## src/rtl/io_write_arbiter.sv

```systemverilog
// Arbitrates the IO manager's single light/tube write port between the CPU store
// path (requester 0) and the UART debug monitor (requester 1), with registered outputs.
module io_write_arbiter #(
    parameter int unsigned STARVE_LIMIT = 4
) (
    input  logic        iCpuClock,
    input  logic        iCpuReset,
    input  logic        iCpuReq,
    input  logic        iCpuTarget,
    input  logic [1:0]  iCpuAddr,
    input  logic [15:0] iCpuData,
    output logic        oCpuAck,
    input  logic        iUartReq,
    input  logic        iUartTarget,
    input  logic [1:0]  iUartAddr,
    input  logic [15:0] iUartData,
    output logic        oUartAck,
    input  logic        iUartLock,
    output logic        oDoLedWrite,
    output logic [1:0]  oLightAddress,
    output logic [15:0] oLightData,
    output logic        oDoTubeWrite,
    output logic [1:0]  oTubeAddress,
    output logic [15:0] oTubeData,
    output logic        oLastOwner
);

    localparam logic [7:0] LIMIT = 8'(STARVE_LIMIT);

    logic        cpu_ack_q,    cpu_ack_d;
    logic        uart_ack_q,   uart_ack_d;
    logic        led_we_q,     led_we_d;
    logic [1:0]  light_addr_q, light_addr_d;
    logic [15:0] light_data_q, light_data_d;
    logic        tube_we_q,    tube_we_d;
    logic [1:0]  tube_addr_q,  tube_addr_d;
    logic [15:0] tube_data_q,  tube_data_d;
    logic        last_owner_q, last_owner_d;
    logic [7:0]  starve_cnt_q, starve_cnt_d;

    logic        cpu_elig_s;
    logic        uart_elig_s;
    logic        grant_cpu_s;
    logic        grant_uart_s;
    logic        grant_any_s;
    logic        win_target_s;
    logic [1:0]  win_addr_s;
    logic [15:0] win_data_s;

    // Eligibility and winner selection; a requester whose ack is high sits out one edge.
    always_comb begin
        cpu_elig_s   = iCpuReq & ~cpu_ack_q & ~iUartLock;
        uart_elig_s  = iUartReq & ~uart_ack_q;
        grant_cpu_s  = 1'b0;
        grant_uart_s = 1'b0;
        if (cpu_elig_s && uart_elig_s) begin
            if (starve_cnt_q == LIMIT) begin
                grant_uart_s = 1'b1;
            end else begin
                grant_cpu_s = 1'b1;
            end
        end else if (cpu_elig_s) begin
            grant_cpu_s = 1'b1;
        end else if (uart_elig_s) begin
            grant_uart_s = 1'b1;
        end else begin
            grant_cpu_s  = 1'b0;
            grant_uart_s = 1'b0;
        end
        grant_any_s = grant_cpu_s | grant_uart_s;
    end

    // Payload of the winning requester.
    always_comb begin
        if (grant_uart_s) begin
            win_target_s = iUartTarget;
            win_addr_s   = iUartAddr;
            win_data_s   = iUartData;
        end else begin
            win_target_s = iCpuTarget;
            win_addr_s   = iCpuAddr;
            win_data_s   = iCpuData;
        end
    end

    // Next-state for acks, strobes, address/data holding registers and owner.
    always_comb begin
        cpu_ack_d    = grant_cpu_s;
        uart_ack_d   = grant_uart_s;
        led_we_d     = grant_any_s & ~win_target_s;
        tube_we_d    = grant_any_s &  win_target_s;
        light_addr_d = light_addr_q;
        light_data_d = light_data_q;
        tube_addr_d  = tube_addr_q;
        tube_data_d  = tube_data_q;
        last_owner_d = last_owner_q;
        if (grant_any_s) begin
            last_owner_d = grant_uart_s;
            if (win_target_s) begin
                tube_addr_d = win_addr_s;
                tube_data_d = win_data_s;
            end else begin
                light_addr_d = win_addr_s;
                light_data_d = win_data_s;
            end
        end else begin
            last_owner_d = last_owner_q;
        end
    end

    // Starvation counter: counts CPU wins over a waiting UART, saturating at the limit.
    always_comb begin
        starve_cnt_d = starve_cnt_q;
        if (!iUartReq || grant_uart_s) begin
            starve_cnt_d = 8'd0;
        end else if (uart_elig_s && grant_cpu_s && (starve_cnt_q != LIMIT)) begin
            starve_cnt_d = starve_cnt_q + 8'd1;
        end else begin
            starve_cnt_d = starve_cnt_q;
        end
    end

    // State registers; reset also cancels any in-flight strobe or ack.
    always_ff @(posedge iCpuClock or posedge iCpuReset) begin
        if (iCpuReset) begin
            cpu_ack_q    <= 1'b0;
            uart_ack_q   <= 1'b0;
            led_we_q     <= 1'b0;
            light_addr_q <= 2'd0;
            light_data_q <= 16'd0;
            tube_we_q    <= 1'b0;
            tube_addr_q  <= 2'd0;
            tube_data_q  <= 16'd0;
            last_owner_q <= 1'b0;
            starve_cnt_q <= 8'd0;
        end else begin
            cpu_ack_q    <= cpu_ack_d;
            uart_ack_q   <= uart_ack_d;
            led_we_q     <= led_we_d;
            light_addr_q <= light_addr_d;
            light_data_q <= light_data_d;
            tube_we_q    <= tube_we_d;
            tube_addr_q  <= tube_addr_d;
            tube_data_q  <= tube_data_d;
            last_owner_q <= last_owner_d;
            starve_cnt_q <= starve_cnt_d;
        end
    end

    assign oCpuAck       = cpu_ack_q;
    assign oUartAck      = uart_ack_q;
    assign oDoLedWrite   = led_we_q;
    assign oLightAddress = light_addr_q;
    assign oLightData    = light_data_q;
    assign oDoTubeWrite  = tube_we_q;
    assign oTubeAddress  = tube_addr_q;
    assign oTubeData     = tube_data_q;
    assign oLastOwner    = last_owner_q;

endmodule

```

## config.mk

```make
export PLATFORM = sky130hd
export DESIGN_NAME = io_write_arbiter
export DESIGN_NICKNAME = d
export VERILOG_FILES = /design/src/rtl/io_write_arbiter.sv
export SDC_FILE = /design/constraint.sdc
export NUM_CORES = 1
export LEC_CHECK = 0
export ABC_AREA = 0
export BUFFER_PORTS_ARGS = -buffer_cell sky130_fd_sc_hd__buf_2
export CAP_MARGIN = 5
export CORE_MARGIN = 10
export CORE_UTILIZATION = 45
export CTS_BUF_LIST = sky130_fd_sc_hd__clkbuf_8
export DETAILED_ROUTE_END_ITERATION = 16
export PLACE_DENSITY = 0.73
export REMOVE_ABC_BUFFERS = 1
export SLEW_MARGIN = 20
export SYNTH_ARGS = -nofsm -noshare
export SYNTH_HDL_FRONTEND = slang
export SYNTH_SLANG_ARGS = --single-unit
```

## constraint.sdc

```tcl
create_clock -name iCpuClock -period 2.7 [get_ports iCpuClock]
set_input_delay 0.27 -clock iCpuClock [delete_from_list [all_inputs] [get_ports iCpuClock]]
set_output_delay 0.27 -clock iCpuClock [all_outputs]
set_load 0.05 [all_outputs]
```

==> results of run 1 <==
sequential cells by signal, indices dropped and copies added (netlist names):
register	count
oLightData	16
oTubeData	16
starve_cnt_q	8
oLightAddress	2
oTubeAddress	2
oCpuAck	1
oDoLedWrite	1
oDoTubeWrite	1
oLastOwner	1
oUartAck	1
worst reg2reg max path: stages, from the launching register on:
cell and delay, ps:
dfrtp_1 430, inv_1 60, ha_1 200, and3b_1 270, a311oi_4 340, a21o_1 550, a31oi_1 190
cell usage in the layout, fill, tap and decap left out, types with 3 or more instances in the layout:
cell type,instances
a211oi_1,36
a31oi_1,37
buf_2,83
buf_4,9
clkbuf_8,5
dfrtp_1,49
inv_1,3
nand2_1,4
nand3_1,19
nor2_1,9
o21ai_0,16
o21ai_1,3
xor2_1,4
synth_stat cells, types with 3 or more instances:
| library cell | n |
|---|---|
| dfrtp_1 | 49 |
| a31oi_1 | 37 |
| a211oi_1 | 36 |
| nand3_1 | 19 |
| o21ai_0 | 16 |
| nor2_1 | 9 |
| buf_2 | 8 |
| clkbuf_1 | 7 |
| buf_6 | 4 |
| inv_1 | 4 |
| nand2_1 | 4 |
| xor2_1 | 4 |
| a21o_1 | 3 |
| buf_4 | 3 |
| o21ai_1 | 3 |
stage by stage:
stage               utilization, %  instance area [um2]
floorplan                        -                 2280
global placement              55.2                 2850
detailed placement            55.2                 2850
CTS                           56.9                 2940
global route                  56.9                 2950
finish                        56.9                 2950
cell families (layout without fill, tap and decap cells):
kind of cell             Yosys count  count (layout)  synth area share [%]
adder cells (fa/ha/maj)            2               2                  1.03
XOR/XNOR                           6               6                  2.16
flip-flops                        49              49                  50.4
AND/OR/NAND/NOR                   46              46                  10.6
buffers and inverters             28             104                  7.09
AO/OA/AOI/OAI                    101             101                  28.8
final timing paths:
path	from	to	slack [ps]	cells past startpoint
setup / recovery	starve_cnt_q[0]	oTubeData[15]	510	6
hold / removal	iCpuReset	oTubeData[12]	100	2
setup reg to reg	starve_cnt_q[0]	oTubeData[15]	510	6
hold reg to reg	oLastOwner	oLastOwner	540	1
max in group asynchronous	iCpuReset	oLightData[15]	2110	2
min in group iCpuClock	iUartAddr[0]	oLightAddress[0]	250	3
layout make-up:
cell class                      instances  area (um2)  share of cell area, %
Sequential cell                        49        1230                   41.6
Tap cell                               70        87.6                   2.97
Clock buffer                            5        68.8                   2.34
Inverter                                4        16.3                  0.552
Timing Repair Buffer                   92         483                   16.4
Multi-Input combinational cell        155        1040                   35.3
Clock inverter                          3        22.5                  0.765
per-layer routing:
| layer | track usage [%] | share of wire [%] |
|---|---|---|
| met1 | 22.3 | 45 |
| met2 | 24.9 | 44 |
| met3 | 5.92 | 10 |
| met4 | 6.08 | 0.99 |
| met5 | 0 | 0 |
power groups by stage:
stage	Combinational, mW	Clock [mW]	Sequential (mW)
after floorplan	0.216	0	1.42
after global placement	0.938	0	0.957
after detailed placement	0.952	0	0.958
after CTS	0.954	0.449	0.944
after global routing	1.01	0.478	0.959
final	0.946	0.438	0.946
==> impl_results.md, run 1 <==
- GRT overflow: 0
- First-pass GRT wire length: 12100 um
- DIE HEIGHT: 93.6 um
- Crit path cell chain: inv_1 > ha_1 > and3b_1 > a311oi_4 > a21o_1 > a31oi_1
- Async set-or-reset flop fraction in the synthesized netlist: 100%
- Die W: 93.6 um
- Hpwl dp: 5200 um
- Required time worst endpoint: 2840 ps
- Vias in the first global route: 2358
- Core Area: 0.00517 mm2
- Status: finished, final reports clean
- Placement row count: 26
- #FFs+latches synth: 49
- Vias per cell: 5.99
- Initial antenna violation count: 0
- Layout cells sized above 1: 35.1%
- Clk buf depth: 2
- Post-synth EDFFs: 0
- WS Path Type: reg2reg
- Syn. warnings: 0
- Inserted Diodes: 0
- Pre-antenna DRT Iters: 4
- Slew Limit Fails: 0
- Sw Share: 45.4%
- Largest net degree at the start of global routing: 50
- Filler cell count: 450
- Final nets: 352
- Sequential element share of the synthesized area: 50.4%
- CP delay by family, top: compound AO/OA/AOI/OAI gates
- Tot Pwr: 2.33 mW
- Synth Flop Type: dfrtp_1
- Setup Viol. Count Final: 0
- Place WS: 526 ps
- Cell Int Power: 1.27 mW
- Iteration-0 DRC count of the detailed router: 152
- CTS resizes: 0
- Synthesized area per cell: 10.5 um2
- Ports: 84
- P_sw: 1.06 mW
- # Post-CTS Setup Buffers: 0
- Critical-path top delay cell: a21o_1
- # DRC: 0
- Worst skew pair latency: 300 ps
- Crit path largest cell delay: 550 ps
- Crit share post-route: 81.2%
- Reg clk slew, reported paths: 90 ps
- Endpoints failing hold: 0
- Vias after detailed routing: 2266
- Inst Count DP: 370
- VDD IR max: 362 uV
- # port buffers: 83
- CTS H-tree depth: 2
- Max_slew headroom: 44.4%
- Final worst slack: 509 ps
- Fin cells: 378
- Syn Inst Count: 232
- Period minus WS final: 2190 ps
- Power Dens Cells: 791 mW/mm2
- FMAX: 456 MHz
- RSZ-0062 raised after global routing: no
- Synth Cell Area: 0.00243 mm2
- Hold Path Class: in2async
- Synth area leaders: dfrtp_1 50%, a211oi_1 11%, a31oi_1 9.5%, nand3_1 3.9%, o21ai_0 3.3%
- Comb pwr share: 40.6%
- Die ar.: 0.00875 mm2
- CTS tree: done
- Max cap viols: 0
- CP max FO: 19
- Critical Path AT: 2330 ps
- WL final: 7380 um
- Hold_ws: 96.0 ps
- TritonCTS sink count: 49
- Fin Setup TNS: 0 ps
- Clk_skew: 7.58 ps
- Clk root buf: clkbuf_8
- Most area-hungry cell type in the Yosys netlist: dfrtp_1
- Yosys top cell area share: 50.4%
- Area grow syn2layout: 21.0%
- Clock Power Share: 18.8%
- Routability cong.: 0.810
- Tot GR Track Use: 16.9%
- Hold buffer count at cts: 0
- CP startpoint kind: flop
- CTS buffer count: 5
- Leakage dissipation: 1.26 nW
- Final ANT Viol Nets: 0
- Drt wl/cell: 19.5 um
- Library cells used by synthesis: 35
- Worst Path Buf+Inv: 1
- Initial core utilization: 47.1%
- Critical Path Sink Type: flop
- Worst Tran Pin Value: 833 ps
- Part of the power in registers: 40.6%
(Power assumes the default switching activity.)
==> run 2: changes to the inputs <==
PLACE_DENSITY = 0.76   (was 0.73)
clock period = 1.8 ns   (was 2.7 ns; I/O delays follow)
==> run 2 against run 1 <==
The run now ends with setup timing left. Sequential share of layout area is 8.3 points lower. Fmax is 15% higher. Final cell count increased by 10%. Largest cell class is now multi-input combinational cells. Largest power group is now combinational cells. Via count rose by 12%. Global-route usage increased by 2.1 points. Critical path depth is 3 higher. Die area unchanged. Sequential power grew 53%. Routed wire length up 22%. Non-clock buffer count is 41 higher.
==> impl_results.md, run 2 (synthesis results as in run 1) <==
- Status: finished with violations
- Failing checks: setup timing
- Clk buf depth: 2 (unchanged)
- Layout cells sized above 1: 53.6% (+19 points)
- GRT overflow: 0 (unchanged)
- Tot GR Track Use: 18.9% (+2.1 points)
- Inst Count DP: 393 (+6.2%)
- Most common cell after layout, fill and taps aside: buf_2
- Inserted Diodes: 0 (unchanged)
- Clk_skew: 8.20 ps (+0.620 ps)
- Fin cells: 417 (+10%)
- Slew Limit Fails: 0 (unchanged)
- CP startpoint kind: flop
- Initial antenna violation count: 0 (unchanged)
- Worst Tran Pin Value: 413 ps (-420 ps)
- Clk root buf: clkbuf_8
- Vias after detailed routing: 2540 (+12%)
- Hold_ws: 165 ps (+69.5 ps)
- Initial core utilization: 47.1% (unchanged)
- Worst reg-to-reg setup slack: -100 ps (-610 ps)
- Area grow syn2layout: 51.5%
- Hpwl dp: 5600 um (+7.6%)
- CTS H-tree depth: 2 (unchanged)
- Largest net degree at the start of global routing: 50 (unchanged)
- Vias in the first global route: 2636 (+12%)
- Leakage dissipation: 1.55 nW (+23%)
- DIE HEIGHT: 93.6 um (unchanged)
- Endpoints failing hold: 0 (unchanged)
- CP max FO: 4 (-15)
- # port buffers: 83 (unchanged)
- Max_slew headroom: 72.3% (+28 points)
- Worst skew pair latency: 310 ps (about the same)
- First-pass GRT wire length: 13300 um (+10%)
- Critical Path AT: 2080 ps (-250 ps)
- Power Dens Cells: 1020 mW/mm2 (+29%)
- Placement row count: 26 (unchanged)
- Core Area: 0.00517 mm2 (unchanged)
- Reg clk slew, reported paths: 80 ps (about the same)
- # DRC: 0 (unchanged)
- Vias per cell: 6.09 (+1.6%)
- Die W: 93.6 um (unchanged)
- Cells on worst reg2reg path: 9 (+3)
- Required time worst endpoint: 1980 ps (-860 ps)
- Iteration-0 DRC count of the detailed router: 182 (+20%)
- Final ANT Viol Nets: 0 (unchanged)
- Critical Path Sink Type: flop
- Routability cong.: 0.789 (-2.5%)
- CTS tree: done
- TritonCTS sink count: 49 (unchanged)
- Hold Crit Depth: 3
- Most frequent cells in the layout: 83 x buf_2, 47 x dfrtp_1, 27 x buf_4
- WS Path Type: reg2reg
- Crit share post-route: 105% (+24 points)
- VDD IR max: 557 uV (+54%)
- Drt wl/cell: 21.6 um (+11%)
- Filler cell count: 348 (-23%)
- Period minus WS final: 1900 ps (-294 ps)
- Max cap viols: 0 (unchanged)
- Place WS: -70.5 ps (-597 ps)
- Ports: 84 (unchanged)
- Setup Viol. Count Final: 37 (+37)
- FMAX: 527 MHz (+15%)
- Final worst slack: -97.8 ps (-606 ps)
- Final nets: 393 (+12%)
- WL final: 9020 um (+22%)
- Hold Path Class: in2reg
- Die ar.: 0.00875 mm2 (unchanged)
- RSZ-0062 raised after global routing: yes
- CTS buffer count: 5 (unchanged)
- Pre-antenna DRT Iters: 4 (unchanged)
run 2: cell count changes in the layout (fill, tap and decap cells not counted), moves of 5 or more:
cell	change
a211oi_1	-22
a211oi_2	+20
buf_4	+18
a31oi_1	-11
buf_6	+11
buf_12	+7
o21ai_0	-7
a31oi_2	+6
a31oi_4	+5
o21ai_1	+5
run 2: per-stage QoR:
step | setup TNS (ps) | power, mW | utilization, % | instance area [um2]
6_report | -1620 | 3.77 | 71.3 | 3690
5_1_grt | -4380 | 3.92 | 71.3 | 3690
4_1_cts | -150 | 3.62 | 67.5 | 3490
3_5_place_dp | -136 | 2.92 | 59.7 | 3090
3_3_place_gp | 0 | 2.90 | 59.7 | 3090
2_1_floorplan | -33430 | 2.45 | - | 2280
run 2: repair_timing:
action / CTS / global route
setup endpoints to repair: 27 / 42
gates cloned: 2 / 0
buffers inserted: 14 / 2
pin swaps: 4 / 15
gates resized for setup: 35 / 38
hold endpoints to repair: 49 / 0
hold buffers: 1 / 0
run 2: routing by layer:
layer | global-route usage (%) | wire length, um
met5 | 0 | 0
met4 | 8.73 | 204
met3 | 6.31 | 943
met2 | 31.0 | 4510
met1 | 21.9 | 3360
run 2: area by class of cell:
cell class              instances  area, um2  area share (%)
multi-input cells             155       1310            35.4
well taps                      70       87.6            2.37
inverters                       4       15.0           0.407
clock inverters                 1       5.00           0.136
clock buffers                   5       68.8            1.87
repair buffers                133        977            26.5
flip-flops and latches         49       1230            33.3
run 2: power by group:
group | internal, mW | total (mW) | switching [mW]
clock | 0.257 | 0.613 | 0.356
sequential | 1.30 | 1.45 | 0.148
combinational | 0.514 | 1.71 | 1.20
total | 2.07 | 3.77 | 1.70
run 2: critical path, stage by stage (launching register included):
cell,delay (ps)
dfrtp_1,350
inv_1,50
ha_2,170
and3b_2,240
buf_6,130
a311oi_4,300
a21o_1,180
buf_6,140
buf_6,130
a31oi_1,70
run 2: path summary, 6_finish.rpt:
kind / to / from
worst min-delay path: oLightAddress[0] / iUartAddr[0]
worst max register to register: oLightData[5] / starve_cnt_q[0]
min in group asynchronous: oTubeData[11] / iCpuReset
worst max-delay path: oLightData[5] / starve_cnt_q[0]
worst min register to register: oLastOwner / oLastOwner
max in group asynchronous: starve_cnt_q[6] / iCpuReset
